<file path="config.mk">
export PLATFORM = sky130hd
export DESIGN_NAME = spi_regbank_arbiter
export DESIGN_NICKNAME = d
export VERILOG_FILES = /design/src/rtl/spi_regbank_arbiter.sv
export SDC_FILE = /design/constraint.sdc
export NUM_CORES = 1
export LEC_CHECK = 0
export ABC_CLOCK_PERIOD_IN_PS = 3700
export CAP_MARGIN = 15
export CORE_MARGIN = 4
export CORE_UTILIZATION = 45
export CTS_BUF_LIST = sky130_fd_sc_hd__clkbuf_4
export DETAILED_ROUTE_END_ITERATION = 6
export PLACE_DENSITY = 0.95
export SLEW_MARGIN = 30
export SYNTH_ARGS = -nofsm -noshare
export SYNTH_HDL_FRONTEND = slang
export SYNTH_SLANG_ARGS = --single-unit
</file>
<file path="constraint.sdc">
create_clock -name clk -period 3.7 [get_ports clk]
set_input_delay 0.74 -clock clk [delete_from_list [all_inputs] [get_ports clk]]
set_output_delay 0.74 -clock clk [all_outputs]
set_load 0.005 [all_outputs]
</file>
<file path="src/rtl/spi_regbank_arbiter.sv">
// spi_regbank_arbiter
//
// Shares the single-port register bank of the SPI slave between the SPI
// protocol engine and a local host port. The SPI side issues fire-and-forget
// strobes into a one-entry buffer (sbuf). The host side uses valid/ready.
// A round-robin arbiter issues at most one bank access per cycle. Read data
// is returned to the issuing side one cycle after issue.
//
// Ports:
//   clk, rst                 clock (rising edge), asynchronous active-low reset
//   spi_req/we/addr/wdata    single-cycle SPI request strobe and fields
//   spi_rdata, spi_rvalid    SPI read response (one-cycle pulse)
//   spi_ovf, spi_ovf_clr     sticky "SPI request dropped" flag and its clear
//   host_valid, host_ready   host handshake (ready = issued this cycle)
//   host_we/addr/wdata       host request fields
//   host_rdata, host_rvalid  host read response (one-cycle pulse)
//   bank_wr/addr/wdata       register bank access (zero when idle)
//   bank_rdata               register bank combinational read of bank_addr

module spi_regbank_arbiter #(
  parameter int DATA_W = 32,
  parameter int ADDR_W = 4
) (
  input  logic              clk,
  input  logic              rst,
  input  logic              spi_req,
  input  logic              spi_we,
  input  logic [ADDR_W-1:0] spi_addr,
  input  logic [DATA_W-1:0] spi_wdata,
  output logic [DATA_W-1:0] spi_rdata,
  output logic              spi_rvalid,
  output logic              spi_ovf,
  input  logic              spi_ovf_clr,
  input  logic              host_valid,
  output logic              host_ready,
  input  logic              host_we,
  input  logic [ADDR_W-1:0] host_addr,
  input  logic [DATA_W-1:0] host_wdata,
  output logic [DATA_W-1:0] host_rdata,
  output logic              host_rvalid,
  output logic              bank_wr,
  output logic [ADDR_W-1:0] bank_addr,
  output logic [DATA_W-1:0] bank_wdata,
  input  logic [DATA_W-1:0] bank_rdata
);

  // Arbitration state: who received the most recent grant.
  typedef enum logic {
    LAST_SPI  = 1'b0,
    LAST_HOST = 1'b1
  } grant_e;

  grant_e last_grant_reg, last_grant_next;

  logic              sbuf_valid_reg;
  logic              sbuf_we_reg;
  logic [ADDR_W-1:0] sbuf_addr_reg;
  logic [DATA_W-1:0] sbuf_wdata_reg;

  logic              spi_ovf_reg;
  logic              spi_rvalid_reg;
  logic [DATA_W-1:0] spi_rdata_reg;
  logic              host_rvalid_reg;
  logic [DATA_W-1:0] host_rdata_reg;

  logic spi_cand, host_cand;
  logic grant_spi, grant_host;
  logic sbuf_load, ovf_set;

  // ---------------------------------------------------------------------------
  // Arbiter: state register
  // ---------------------------------------------------------------------------
  always_ff @(posedge clk or negedge rst) begin
    if (!rst) begin
      last_grant_reg <= LAST_HOST;
    end else begin
      last_grant_reg <= last_grant_next;
    end
  end

  // ---------------------------------------------------------------------------
  // Arbiter: grant decision and next state
  // ---------------------------------------------------------------------------
  // The host candidate is gated with rst so that host_ready, which is
  // combinational from host_valid, stays low while the block is held in reset.
  always_comb begin
    spi_cand        = rst & sbuf_valid_reg;
    host_cand       = rst & host_valid;
    // On a tie the requester that was not granted last wins.
    grant_spi       = spi_cand & (~host_cand | (last_grant_reg == LAST_HOST));
    grant_host      = host_cand & ~grant_spi;
    last_grant_next = last_grant_reg;
    if (grant_spi) begin
      last_grant_next = LAST_SPI;
    end else if (grant_host) begin
      last_grant_next = LAST_HOST;
    end
  end

  // ---------------------------------------------------------------------------
  // Arbiter: outputs (bank access mux and host handshake)
  // ---------------------------------------------------------------------------
  always_comb begin
    host_ready = grant_host;
    bank_wr    = 1'b0;
    bank_addr  = '0;
    bank_wdata = '0;
    if (grant_spi) begin
      bank_wr    = sbuf_we_reg;
      bank_addr  = sbuf_addr_reg;
      bank_wdata = sbuf_wdata_reg;
    end else if (grant_host) begin
      bank_wr    = host_we;
      bank_addr  = host_addr;
      bank_wdata = host_wdata;
    end
  end

  // ---------------------------------------------------------------------------
  // SPI buffer and overflow flag
  // ---------------------------------------------------------------------------
  // A new strobe is accepted when the buffer is empty or is draining this very
  // cycle; otherwise it is lost and the sticky overflow flag records it.
  always_comb begin
    sbuf_load = spi_req & (~sbuf_valid_reg | grant_spi);
    ovf_set   = spi_req & sbuf_valid_reg & ~grant_spi;
  end

  always_ff @(posedge clk or negedge rst) begin
    if (!rst) begin
      sbuf_valid_reg <= 1'b0;
      sbuf_we_reg    <= 1'b0;
      sbuf_addr_reg  <= '0;
      sbuf_wdata_reg <= '0;
    end else if (sbuf_load) begin
      sbuf_valid_reg <= 1'b1;
      sbuf_we_reg    <= spi_we;
      sbuf_addr_reg  <= spi_addr;
      sbuf_wdata_reg <= spi_wdata;
    end else if (grant_spi) begin
      sbuf_valid_reg <= 1'b0;
    end
  end

  // Set has priority over clear so a drop in the clearing cycle is not lost.
  always_ff @(posedge clk or negedge rst) begin
    if (!rst) begin
      spi_ovf_reg <= 1'b0;
    end else begin
      spi_ovf_reg <= ovf_set | (spi_ovf_reg & ~spi_ovf_clr);
    end
  end

  // ---------------------------------------------------------------------------
  // Read responses
  // ---------------------------------------------------------------------------
  // rdata only updates on a read issue, so it holds between responses.
  always_ff @(posedge clk or negedge rst) begin
    if (!rst) begin
      spi_rvalid_reg  <= 1'b0;
      spi_rdata_reg   <= '0;
      host_rvalid_reg <= 1'b0;
      host_rdata_reg  <= '0;
    end else begin
      spi_rvalid_reg  <= grant_spi & ~sbuf_we_reg;
      host_rvalid_reg <= grant_host & ~host_we;
      if (grant_spi && !sbuf_we_reg) begin
        spi_rdata_reg <= bank_rdata;
      end
      if (grant_host && !host_we) begin
        host_rdata_reg <= bank_rdata;
      end
    end
  end

  assign spi_ovf     = spi_ovf_reg;
  assign spi_rvalid  = spi_rvalid_reg;
  assign spi_rdata   = spi_rdata_reg;
  assign host_rvalid = host_rvalid_reg;
  assign host_rdata  = host_rdata_reg;

endmodule

</file>
* Yosys cells after proc, flatten, opt, wreduce, memory -nomap -nowiden
Cells that the tools add are included.
** Storage, ports and cells
- Bits of input ports :: 111
- Output and inout port bits :: 105
- Word-level logic and storage cells :: 45
- Register bits :: 106
** Cells by class
- Reduce and logical (&&, ||, !) cells :: 6
- Muxes and demuxes :: 10
- Bitwise gates (word level) :: 19
** Operators by type and width (number)
- two-way mux 32 bit :: 2
- bitwise AND 1 bit :: 10
- two-way mux 4 bit :: 2
- two-way mux 1 bit :: 6
- NOT 1 bit :: 6
- nonzero test 2 bit :: 2
- OR 1 bit :: 3
- logical AND 1 bit :: 2
- logical NOT 1 bit :: 2

* Longest topological paths before layout
- Word-level depth :: 8
- Depth in mapped cells :: 5

* Worst setup path before layout
OpenSTA, ideal clock, no wires.
- Kind :: input port to output port
- Start point :: input host_valid
- End point :: output bank_wdata[10]
- Buffers on the path :: 1
- Required time :: 2.960 ns
- Setup slack :: 1.400 ns
- Arrival :: 1.560 ns
- Stages on the path :: 4
- Cell sequence :: nand2_1 > a21oi_2 > clkbuf_1 > a22o_1
** On the way
- Cells in the longest elaborated chain, start to end :: 8
** RTL lines
- from (decl) :: RTL line 34 : input logic host_valid,
- bitwise AND 1 bit * :: RTL line 88 : host_cand = rst & host_valid;
- NOT 1 bit :: RTL line 90 : grant_spi = spi_cand & (~host_cand | (last_grant_reg == LAST_HOST));
- OR 1 bit :: RTL line 90
- bitwise AND 1 bit :: RTL line 90
- NOT 1 bit :: RTL line 91 : grant_host = host_cand & ~grant_spi;
- bitwise AND 1 bit :: RTL line 91
- two-way mux 32 bit :: RTL line 112 : end else if (grant_host) begin
- two-way mux 32 bit * :: RTL line 108 : if (grant_spi) begin
- to (decl) :: RTL line 43 : output logic [DATA_W-1:0] bank_wdata,
Mark *: on every way between the ends. The rest lies on a longest branch, timed or not.

* Worst setup path after layout
- Start point :: input host_valid
- End point :: output bank_wdata[15]
Same word-level chain as after synthesis.

==> metrics <==
max_cap viols=0; top achievable clock speed=300 MHz; unrepaired setup endpoints after global routing=false; core footprint=0.00933 mm²; largest family of logic cells by synthesized area=multiplexers; CTS sink count=106; fin. max-slew vios=0; Die Width=106 µm; Port Buffers=215; Rel. slew slack=0.574; CP required=2960 ps; mux contribution to synthesized area=0.261; Total Wirelength=12200 µm; H-Tree Depth=3; PwrDens=603 mW/mm²; syn nets=388; period utilization=0.901; CTS tree=done; post-cts resize count=0; warnings from Yosys=0; synthesis-stage register bit count=106; DRT iter0 DRCs=74; Post-Syn Instances=277; Peak VDD IR=0.000439 V; global router's overall resource usage=0.222; Slew @ Worst Pin=639 ps; total CTS buffers=9; Synth top area share=0.603; final worst path period need=3330 ps; most frequent cell on the critical path=clkdlybuf4s50_1; Setup Total Neg Slack=0 ps; Vias=3219; clk_lat worst skew=440 ps; Final Hold Vio Count=0; final setup violation count=0; remaining global-route overflow=0; synthesized area per cell=15.7 µm²; Worst Path Max Fanout=36; largest net degree at the start of global routing=76; Worst path slowest cell=clkdlybuf4s50_1; chip height=106 µm; Hold WC Path Type=in -> async; XOR/XNOR Fraction of Synth Area=0; Starting Density=0.467; setup bufs post-CTS=0; Leakage=0.00274 µW; initial antenna violation count=0; most frequent cells in the layout=214 x clkdlybuf4s50_1, 105 x dfrtp_1, 98 x mux2_2; Post-Synth Adder-Cell Area=0; Synth Area in Compound Gates=0.0896; Rows=35; Ports=216; layout cell share with drive strength beyond 1=0.261; Synth area leaders=dfrtp_1 60%, mux2_2 25%, a22o_1 7.2%; drc violations=0; outcome=finished clean; CTS max path bufs=2; Synth Area in Simple Gates=0.0135; Worst Skew=14.7 ps; post-place instance area=0.00663 mm²; DPL Wire Length=9300 µm; die footprint=0.0113 mm²; cell taking the most area after synthesis=dfrtp_1; flop2flop setup slack=1720 ps; CTS root buf=clkbuf_4; Crit path arrival time=2590 ps; vias in the first global route=3647; WL/cell=19.4 µm; Distinct cells, synth=23; wire length of the first global-routing pass=19500 µm; CP max stage delay=530 ps; post-synthesis sequential area ratio=0.609; startpoint types=primary input; CP Cell Sequence=clkdlybuf4s50_1 -> nor2b_4 -> nor2_2 -> buf_4 -> a22o_1 -> clkdlybuf4s50_1; synthesized area=0.00436 mm²; Fillers=622; routability cong.=0.774; Area Growth Syn to Fin=55.0%; Worst setup EP type=primary output; ANT cells=0; via/cell ratio=5.13; fin area=0.00676 mm²; nets=605; Worst-path clk slew=160 ps; drt pass-1 iters=4; crit path kind=in -> out; hold buffers post-CTS=0; most common cell after layout, fill and taps aside=clkdlybuf4s50_1; Detail Route Antenna Nets=0
[cell type report]
| class | instances | area, µm² | share of cell area |
|---|---|---|---|
| sequential | 106 | 2650 | 0.393 |
| timing repair buffer | 222 | 2220 | 0.328 |
| multi-input combinational | 153 | 1590 | 0.236 |
| tap | 129 | 161 | 0.0239 |
| clock buffer | 10 | 75.1 | 0.0111 |
| clock inverter | 6 | 47.5 | 0.00704 |
| inverter | 2 | 7.51 | 0.00111 |
[per-layer routing]
layer | track usage | routed length [µm] | up-vias
li1 | - | - | 1464
met1 | 0.227 | 4320 | 1593
met2 | 0.405 | 6440 | 142
met3 | 0.101 | 1220 | 20
met4 | 0.0676 | 240 | 0
met5 | 0 | 0 | -
[critical path: cells and delay by family]
family                 cells  cell delay [ps]
and+or+nand+nor            2              320
AOI/OAI and AO/OA          1              280
buffers and inverters      3             1230
[stage by stage]
step / worst slack (ps) / total power [µW] / utilization / hold slack [ps] / std cells
floorplan: 1400 / 2440 / - / 444 / 277
finish: 368 / 4080 / 0.724 / 342 / 628
global route: 308 / 4340 / 0.724 / 325 / 628
global placement: 425 / 3490 / 0.711 / 469 / 612
CTS: 371 / 4130 / 0.724 / 312 / 628
detailed placement: 371 / 3580 / 0.711 / 475 / 612
[Yosys cell counts]
library cell / count
clkbuf_1: 2
buf_4: 6
a211oi_2: 1
nand2_1: 3
dfstp_2: 1
a21oi_1: 2
buf_2: 5
a21oi_2: 1
a21o_1: 1
a32o_1: 1
o22ai_4: 1
mux2_2: 98
nand3_1: 1
nor2_2: 1
dfrtp_1: 105
a31oi_1: 1
nor3_4: 1
nor2b_4: 1
mux2_1: 3
a22o_1: 36
buf_6: 3
or2_2: 1
inv_1: 2
[final timing paths]
kind                                            startpoint                             to  cells past startpoint
worst min register to register   host_rdata[4]$_DFFE_PN0P_      host_rdata[4]$_DFFE_PN0P_                      1
max in group asynchronous                              rst       spi_rdata[0]$_DFFE_PN0P_                      2
worst max register to register  last_grant_reg$_DFFE_PN1P_  sbuf_wdata_reg[0]$_DFFE_PN0P_                      4
worst min-delay path                                   rst     sbuf_valid_reg$_DFFE_PN0P_                      2
min in group clk                 host_rdata[4]$_DFFE_PN0P_      host_rdata[4]$_DFFE_PN0P_                      1
worst max-delay path                            host_valid                 bank_wdata[15]                      6
[kinds of logic after synthesis]
| kind of cell | count (synthesis) |
|---|---|
| AO/OA/AOI/OAI | 44 |
| multiplexers | 101 |
| AND/OR/NAND/NOR | 8 |
| flip-flops | 106 |
| buffers and inverters | 18 |
[report_power, final]
part           switching (µW)  internal, µW
combinational             518          1180
clock                     379           154
sequential                260          1590
Power figures use the tool's default switching activity.
